--- config.mk ---
export PLATFORM = sky130hd
export DESIGN_NAME = rojobot_upd_ctrl
export DESIGN_NICKNAME = d
export VERILOG_FILES = /design/src/rtl/rojobot_pkg.sv /design/src/rtl/rojobot_upd_sync.sv /design/src/rtl/rojobot_upd_ctrl.sv
export SDC_FILE = /design/constraint.sdc
export NUM_CORES = 1
export LEC_CHECK = 0
export ABC_AREA = 1
export CORE_MARGIN = 2
export CORE_UTILIZATION = 51
export CTS_BUF_LIST = sky130_fd_sc_hd__clkbuf_16
export CTS_CLUSTER_DIAMETER = 30
export CTS_CLUSTER_SIZE = 24
export DETAILED_ROUTE_END_ITERATION = 7
export HOLD_SLACK_MARGIN = 0.05
export PLACE_DENSITY_LB_ADDON = 0.1
export SETUP_SLACK_MARGIN = 0.2
export SLEW_MARGIN = 30
export SYNTH_ARGS = -nofsm -noshare
export SYNTH_HDL_FRONTEND = slang
export SYNTH_HIERARCHICAL = 1
export SYNTH_SLANG_ARGS = --single-unit
--- constraint.sdc ---
create_clock -name clk -period 5.1 [get_ports clk]
set_input_delay 0.51 -clock clk [delete_from_list [all_inputs] [get_ports clk]]
set_output_delay 0.51 -clock clk [all_outputs]
set_load 0.01 [all_outputs]
--- src/rtl/rojobot_pkg.sv ---
// rtl/rojobot_pkg.sv - shared types and constants for the Rojobot update controller
package rojobot_pkg;

    typedef enum logic {
        IDLE = 1'b0,
        PEND = 1'b1
    } upd_state_t;

    localparam logic [7:0] STOP_CODE_DEF = 8'h00;
    localparam logic [7:0] OVR_MAX       = 8'hFF;

    // BotInfo word layout: {LocX, LocY, Sensors, BotInfo}
    localparam int LOCX_MSB    = 31;
    localparam int LOCX_LSB    = 24;
    localparam int LOCY_MSB    = 23;
    localparam int LOCY_LSB    = 16;
    localparam int SENSORS_MSB = 15;
    localparam int SENSORS_LSB = 8;
    localparam int INFO_MSB    = 7;
    localparam int INFO_LSB    = 0;

endpackage

--- src/rtl/rojobot_upd_sync.sv ---
// rtl/rojobot_upd_sync.sv - update strobe synchronizer and rising-edge detector
module rojobot_upd_sync #(
    parameter int SYNC_STAGES = 2
) (
    input  logic clk,
    input  logic rstn,
    input  logic i_async,
    output logic o_edge
);

    logic [SYNC_STAGES-1:0] sync_q;
    logic                   sync_out_d_q;
    logic                   sync_out;

    assign sync_out = sync_q[SYNC_STAGES-1];

    always_ff @(posedge clk or negedge rstn) begin
        if (!rstn) begin
            sync_q       <= '0;
            sync_out_d_q <= 1'b0;
        end else begin
            sync_q       <= {sync_q[SYNC_STAGES-2:0], i_async};
            sync_out_d_q <= sync_out;
        end
    end

    // A held-high strobe yields a single one-cycle pulse.
    assign o_edge = sync_out & ~sync_out_d_q;

endmodule

--- src/rtl/rojobot_upd_ctrl.sv ---
// rtl/rojobot_upd_ctrl.sv - Rojobot update/interrupt handshake, motion register and watchdog
module rojobot_upd_ctrl
    import rojobot_pkg::*;
#(
    parameter int         SYNC_STAGES  = 2,
    parameter int         WDOG_UPDATES = 16,
    parameter logic [7:0] STOP_CODE    = STOP_CODE_DEF
) (
    input  logic        clk,
    input  logic        rstn,
    input  logic        i_upd_async,
    input  logic [31:0] i_botinfo,
    input  logic        i_int_ack,
    input  logic        i_motctl_we,
    input  logic [7:0]  i_motctl_wdata,
    input  logic        i_clr_ovr,
    output logic        o_upd_sync,
    output logic [31:0] o_botinfo_snap,
    output logic [7:0]  o_motctl,
    output logic [7:0]  o_overrun_cnt,
    output logic        o_wdog_trip
);

    localparam logic [15:0] WDOG_MAX = 16'(WDOG_UPDATES);

    upd_state_t  state_q, state_d;
    logic [31:0] snap_q, snap_d;
    logic [7:0]  motctl_q, motctl_d;
    logic [7:0]  ovr_q, ovr_d;
    logic        trip_q, trip_d;
    logic [15:0] wdog_cnt_q, wdog_cnt_d;
    logic        ack_d_q;
    logic        upd_edge;
    logic        ack_edge;

    rojobot_upd_sync #(
        .SYNC_STAGES (SYNC_STAGES)
    ) u_upd_sync (
        .clk     (clk),
        .rstn    (rstn),
        .i_async (i_upd_async),
        .o_edge  (upd_edge)
    );

    assign ack_edge = i_int_ack & ~ack_d_q;

    always_comb begin
        state_d    = state_q;
        snap_d     = snap_q;
        motctl_d   = motctl_q;
        ovr_d      = ovr_q;
        trip_d     = trip_q;
        wdog_cnt_d = wdog_cnt_q;

        case (state_q)
            IDLE: begin
                if (upd_edge) begin
                    state_d = PEND;
                    snap_d  = i_botinfo;
                end
            end
            PEND: begin
                if (upd_edge) begin
                    snap_d = i_botinfo;
                    // A simultaneous ack consumes the old update, so it is not an overrun.
                    if (!ack_edge && ovr_q != OVR_MAX) begin
                        ovr_d = ovr_q + 8'd1;
                    end
                end else if (ack_edge) begin
                    state_d = IDLE;
                end
            end
            default: state_d = IDLE;
        endcase

        if (i_clr_ovr) begin
            ovr_d = 8'd0;
        end

        if (WDOG_UPDATES > 0) begin
            if (upd_edge && !trip_q && wdog_cnt_q != WDOG_MAX) begin
                wdog_cnt_d = wdog_cnt_q + 16'd1;
                if (wdog_cnt_q + 16'd1 == WDOG_MAX) begin
                    trip_d   = 1'b1;
                    motctl_d = STOP_CODE;
                end
            end
        end

        // The core writing a command proves it is alive; this overrides any trip.
        if (i_motctl_we) begin
            motctl_d   = i_motctl_wdata;
            trip_d     = 1'b0;
            wdog_cnt_d = 16'd0;
        end
    end

    always_ff @(posedge clk or negedge rstn) begin
        if (!rstn) begin
            state_q    <= IDLE;
            snap_q     <= 32'd0;
            motctl_q   <= STOP_CODE;
            ovr_q      <= 8'd0;
            trip_q     <= 1'b0;
            wdog_cnt_q <= 16'd0;
            ack_d_q    <= 1'b0;
        end else begin
            state_q    <= state_d;
            snap_q     <= snap_d;
            motctl_q   <= motctl_d;
            ovr_q      <= ovr_d;
            trip_q     <= trip_d;
            wdog_cnt_q <= wdog_cnt_d;
            ack_d_q    <= i_int_ack;
        end
    end

    assign o_upd_sync     = (state_q == PEND);
    assign o_botinfo_snap = snap_q;
    assign o_motctl       = motctl_q;
    assign o_overrun_cnt  = ovr_q;
    assign o_wdog_trip    = trip_q;

endmodule

== Word-level counts from Yosys, hierarchy flattened ==
Cells that the tools add are included.

* Add/sub/neg operators: 2
* Equality and inequality tests: 3
* Mux-type cells: 17
* Bitwise logic cells: 5
* Reductions and logical operators: 12

{| class="wikitable"
|+ Operator list
! kind !! count
|-
| two-way mux 8 bit || 7
|-
| two-way mux 16 bit || 2
|-
| two-way mux 32 bit || 1
|-
| adder 16 x 1 -> 16 bit (second input constant) || 1
|-
| equality test 16 x 5 -> 1 bit (second input constant) || 1
|-
| != test 16 x 5 -> 1 bit (second input constant) || 1
|-
| nonzero test 2 bit || 5
|-
| adder 8 x 1 -> 8 bit (second input constant) || 1
|-
| != test 8 bit (second input constant) || 1
|-
| two-way mux 1 bit || 6
|-
| logical AND 1 bit || 3
|-
| NOT 1 bit || 3
|-
| AND reduction 3 bit || 1
|-
| bitwise AND 1 bit || 2
|-
| logical NOT 1 bit || 2
|-
| case mux 1 bit (2 select lines) || 1
|-
| AND reduction 2 bit || 1
|}

* Register bits after elaboration: 70
* Input port bits: 46
* Output and inout bits: 50
* Logic and storage cells: 48

== Depth between registers and ports, before layout ==
* Word-level depth: 8
* Depth in mapped cells: 13
* Mapped depth without buffers: 13

== By module ==
Netlist, hierarchy kept.

{| class="wikitable"
|+ Modules (own cells, without submodules)
! module !! times used !! cells an instance !! area an instance (µm²) !! seq. area each (µm²)
|-
| rojobot_upd_ctrl || 1 || 391 || 3095.5 || 1676.6
|-
| rojobot_upd_sync || 1 || 5 || 85.1 || 75.1
|}

== Worst setup path before layout ==
OpenSTA, ideal clock, no wires.

* Path type: register -> register
* From: reg wdog_cnt_q[0]
* To: reg motctl_q[0] (netlist: o_motctl[0])
* Setup time: 0.119 ns
* Data arrival time: 1.491 ns
* Required time: 4.981 ns
* Setup slack: 3.490 ns
* Cell stages (with the launch flop): 11
* Path buffers: 0
* Period minus slack after synthesis: 1.610 ns
* Cell sequence: dfrtp_1 -> ha_1 -> nand3_1 -> xor2_1 -> nand3_1 -> nor2_1 -> nand2_1 -> nor2_2 -> nand2_2 -> nand3_1 -> nand2_1

* Longest elaborated chain between the ends: 4
* Elaborated cells on any way between the ends: 7
* Classes of those cells: add/sub (1); eq/ne (2); reduce/logical (4)

{| class="wikitable"
|+ Ends and longest elaborated chain
! element !! RTL line !! text
|-
| start: declaration || rojobot_upd_ctrl.sv:31 || <nowiki>logic [15:0] wdog_cnt_q, wdog_cnt_d;</nowiki>
|-
| start signal: assignment || rojobot_upd_ctrl.sv:113 || <nowiki>wdog_cnt_q <= wdog_cnt_d;</nowiki>
|-
| adder 16 x 1 -> 16 bit / != test 16 x 5 -> 1 bit (equally long branches) || rojobot_upd_ctrl.sv:83, rojobot_upd_ctrl.sv:81 ||
|-
| equality test 16 x 5 -> 1 bit / logical AND 1 bit (equally long branches) || rojobot_upd_ctrl.sv:83, rojobot_upd_ctrl.sv:81 ||
|-
| nonzero test 2 bit (no source line) || -- ||
|-
| AND reduction 2 bit (no source line) (*) || -- ||
|-
| end signal: assignment || rojobot_upd_ctrl.sv:110 || <nowiki>motctl_q <= motctl_d;</nowiki>
|-
| end: declaration || rojobot_upd_ctrl.sv:28 || <nowiki>logic [7:0] motctl_q, motctl_d;</nowiki>
|}

Every way passes the cells marked *; elsewhere a longest branch is shown, timed or not.
A chain may end at the register's enable or synchronous reset.

== Final worst setup path ==
* From: reg u_upd_sync.sync_out_d_q
* To: reg wdog_cnt_q[3]

* Longest elaborated chain between the ends: 5

{| class="wikitable"
|+ Ends and longest elaborated chain
! element !! RTL line !! text
|-
| start: declaration || rojobot_upd_sync.sv:12 || <nowiki>logic sync_out_d_q;</nowiki>
|-
| start signal: assignment || rojobot_upd_sync.sv:23 || <nowiki>sync_out_d_q <= sync_out;</nowiki>
|-
| NOT 1 bit || rojobot_upd_sync.sv:28 || <nowiki>assign o_edge = sync_out & ~sync_out_d_q;</nowiki>
|-
| bitwise AND 1 bit || rojobot_upd_sync.sv:28 ||
|-
| named net upd_edge || rojobot_upd_ctrl.sv:33 || <nowiki>logic upd_edge;</nowiki>
|-
| logical AND 1 bit (2 in a row) || rojobot_upd_ctrl.sv:81 || <nowiki>if (upd_edge && !trip_q && wdog_cnt_q != WDOG_MAX) begin</nowiki>
|-
| nonzero test 2 bit (no source line) || -- ||
|}

The timed path passes the listed nets, and every way through them passes these cells.

==> flow_metrics.env <==
export IMPL_place_area_um2=4200
export IMPL_netlist_area_um2=3180
export IMPL_cts_setup_buffers=0
export IMPL_power_density_nw_per_um2=350
export IMPL_period_needed_ns=2.61
export IMPL_wl_um=7810
export IMPL_hold_violations=0
export IMPL_synth_fp_nets=446
export IMPL_worstMarginPinSlew_ns=0.786
export IMPL_via_count=2905
export IMPL_cp_end_kind="register"
export IMPL_synth_seq_area_share=0.551
export IMPL_clock_latency_ns=0.33
export IMPL_route_antenna_remaining_nets=0
export IMPL_synth_top_area_frac=0.551
export IMPL_wire_per_inst_um=13.6
export IMPL_antenna_found_initial=0
export IMPL_core_area_um2=5990
export IMPL_io_buffer_count=95
export IMPL_drive_above_1_share=0.0601
export IMPL_cts_tree="done"
export IMPL_start_util=0.531
export IMPL_syn_inst=396
export IMPL_total_power_mw=1.59
export IMPL_crit_arrival_ns=2.84
export IMPL_fin_setup_tns_ns=0
export IMPL_clock_sinks=70
export IMPL_status="completed"
export IMPL_fmax_mhz=383
export IMPL_clk_pin_slew_worst_paths_ns=0.06
export IMPL_groute_usage_overall=0.239
export IMPL_area_growth_pct=43.3
export IMPL_worstSetupPathType="reg2reg"
export IMPL_n_fill_cell=428
export IMPL_synth_edf_count=0
export IMPL_fin_hold_ws_ns=0.147
export IMPL_synth_warnings=6
export IMPL_crit_fanout=35
export IMPL_avgViaCountPerCell=5.06
export IMPL_place_ws_ns=2.53
export IMPL_worst_slack_ns=2.49
export IMPL_min_path_type="in2async"
export IMPL_grt_pass1_wl_um=13200
export IMPL_synthFlopType="dfrtp_1"
export IMPL_synthArstFlopShare=1.00
export IMPL_fin_area_um2=4560
export IMPL_irDropWorstVdd_uv=206
export IMPL_critPathRequiredTime_ns=5.33
export IMPL_ys_top_cells_by_area="dfrtp_1, nand2_1, nand3_1, inv_1, nor2_1"
export IMPL_grt_remaining_overflow=0
export IMPL_dieArea_um2=6880
export IMPL_finalCritPeriodShare=0.512
export IMPL_die_h_um=83.0
export IMPL_setup_viol=0
export IMPL_num_rows=28
export IMPL_dpl_hpwl_um=5210
export IMPL_ys_top_cells_by_count="nand2_1, dfrtp_1, inv_1"
export IMPL_leakagePower_nw=2.13
export IMPL_syn_avg_cell_area_um2=8.03
export IMPL_drt_iter0_drc=216
export IMPL_post_cts_resized=0
export IMPL_first_global_vias=2883
export IMPL_drv_slew=0
export IMPL_cts_buffers=9
export IMPL_drv_cap=0
export IMPL_antenna_cells=0
export IMPL_rsz0062_at_grt="no"
export IMPL_clock_skew_ns=0.00802
export IMPL_startpoint_type="register"
export IMPL_holdBufCountCts=0
export IMPL_clockBufferDepth=2
export IMPL_h_tree_depth=3
export IMPL_ys_types=26
export IMPL_fin_nets=544
export IMPL_dr_pass1_iters=5
export IMPL_fp_dieW_um=83.0
export IMPL_globalplace_congestion=0.924
export IMPL_synth_seq_cells=70
export IMPL_max_slew_margin=0.474
export IMPL_yosysMostFrequentCell="nand2_1"
export IMPL_ios=96
export IMPL_yosys_area_top_type="dfrtp_1"
export IMPL_drc=0
export IMPL_clk_root_buffer_cell="clkbuf_16"
export IMPL_grt_max_degree=49
==> final timing paths <==
check,from,end,slack [ns],cells past startpoint
max,u_upd_sync/sync_out_d_q,wdog_cnt_q[3],2.49,8
min,rstn,wdog_cnt_q[12],0.15,1
min in group clk,u_upd_sync/sync_q[0],u_upd_sync/sync_q[1],0.36,0
max reg2reg,u_upd_sync/sync_out_d_q,wdog_cnt_q[3],2.49,8
max in group asynchronous,rstn,u_upd_sync/sync_q[0],3.97,2
min reg2reg,u_upd_sync/sync_q[0],u_upd_sync/sync_q[1],0.36,0
==> layout by cell type, fill, tap and decap left out, types with 2 or more instances in the layout <==
cell type,count
dfrtp_1,70
clkdlybuf4s50_1,94
nand3_1,23
buf_4,2
clkbuf_16,9
and3_1,2
nand2_1,172
a21oi_1,2
xor2_1,7
inv_2,2
nor2_2,6
nor2_1,28
ha_1,4
inv_1,30
o21ai_0,8
clkinv_1,2
nor3_1,4
nand4_1,3
bufinv_16,4
o21ai_1,11
o22ai_1,6
==> through the flow <==
step | std cells | util
after floorplan | 396 | -
after global placement | 558 | 0.701
after detailed placement | 558 | 0.701
after CTS | 574 | 0.761
after global routing | 574 | 0.761
final | 574 | 0.761
==> area by class of cell <==
class,count,area [µm²],share of cell area
flip-flops and latches,70,1750,0.384
multi-input cells,283,1270,0.278
repair buffers,97,961,0.211
clock buffers,9,225,0.0494
clock inverters,7,136,0.0299
inverters,33,124,0.0272
well taps,75,93.8,0.0206
==> flip-flops by register name, indices dropped and copies added (netlist names) <==
signal and flops:
o_upd_sync 1, o_wdog_trip 1, ack_d_q 1, o_botinfo_snap 32, o_motctl 8, u_upd_sync/sync_q 2, wdog_cnt_q 16, u_upd_sync/sync_out_d_q 1
o_overrun_cnt 8
==> critical path, stage by stage, from the launching register on <==
cell	delay, ns
dfrtp_1	0.37
nor2_2	0.10
buf_4	0.31
inv_2	0.31
nor2_1	0.20
nand2_1	0.11
nor2_1	0.61
inv_1	0.28
o22ai_1	0.20
==> power breakdown <==
group,switching [mW],internal [mW],leakage (nW)
sequential,0.0269,0.598,0.896
clock,0.234,0.524,0.173
combinational,0.0944,0.117,1.06
total,0.355,1.24,2.13
==> kinds of logic after synthesis <==
group                    after synthesis  share of synthesized area
buffers and inverters                 43                     0.0511
flip-flops                            70                      0.551
AO/OA/AOI/OAI                         30                     0.0523
XOR/XNOR                               7                     0.0193
AND/OR/NAND/NOR                      242                      0.311
adder cells (fa/ha/maj)                4                     0.0157
==> metal layers <==
| layer | GRT usage | up-vias | part of all wire | routed length, µm |
|---|---|---|---|---|
| met5 | 0 | - | 0 | 0 |
| met4 | 0.0835 | 0 | 0.023 | 180 |
| met3 | 0.0706 | 15 | 0.070 | 544 |
| met2 | 0.372 | 120 | 0.46 | 3580 |
| met1 | 0.322 | 1329 | 0.45 | 3500 |
| li1 | - | 1441 | - | - |
Power figures use the tool's default switching activity.
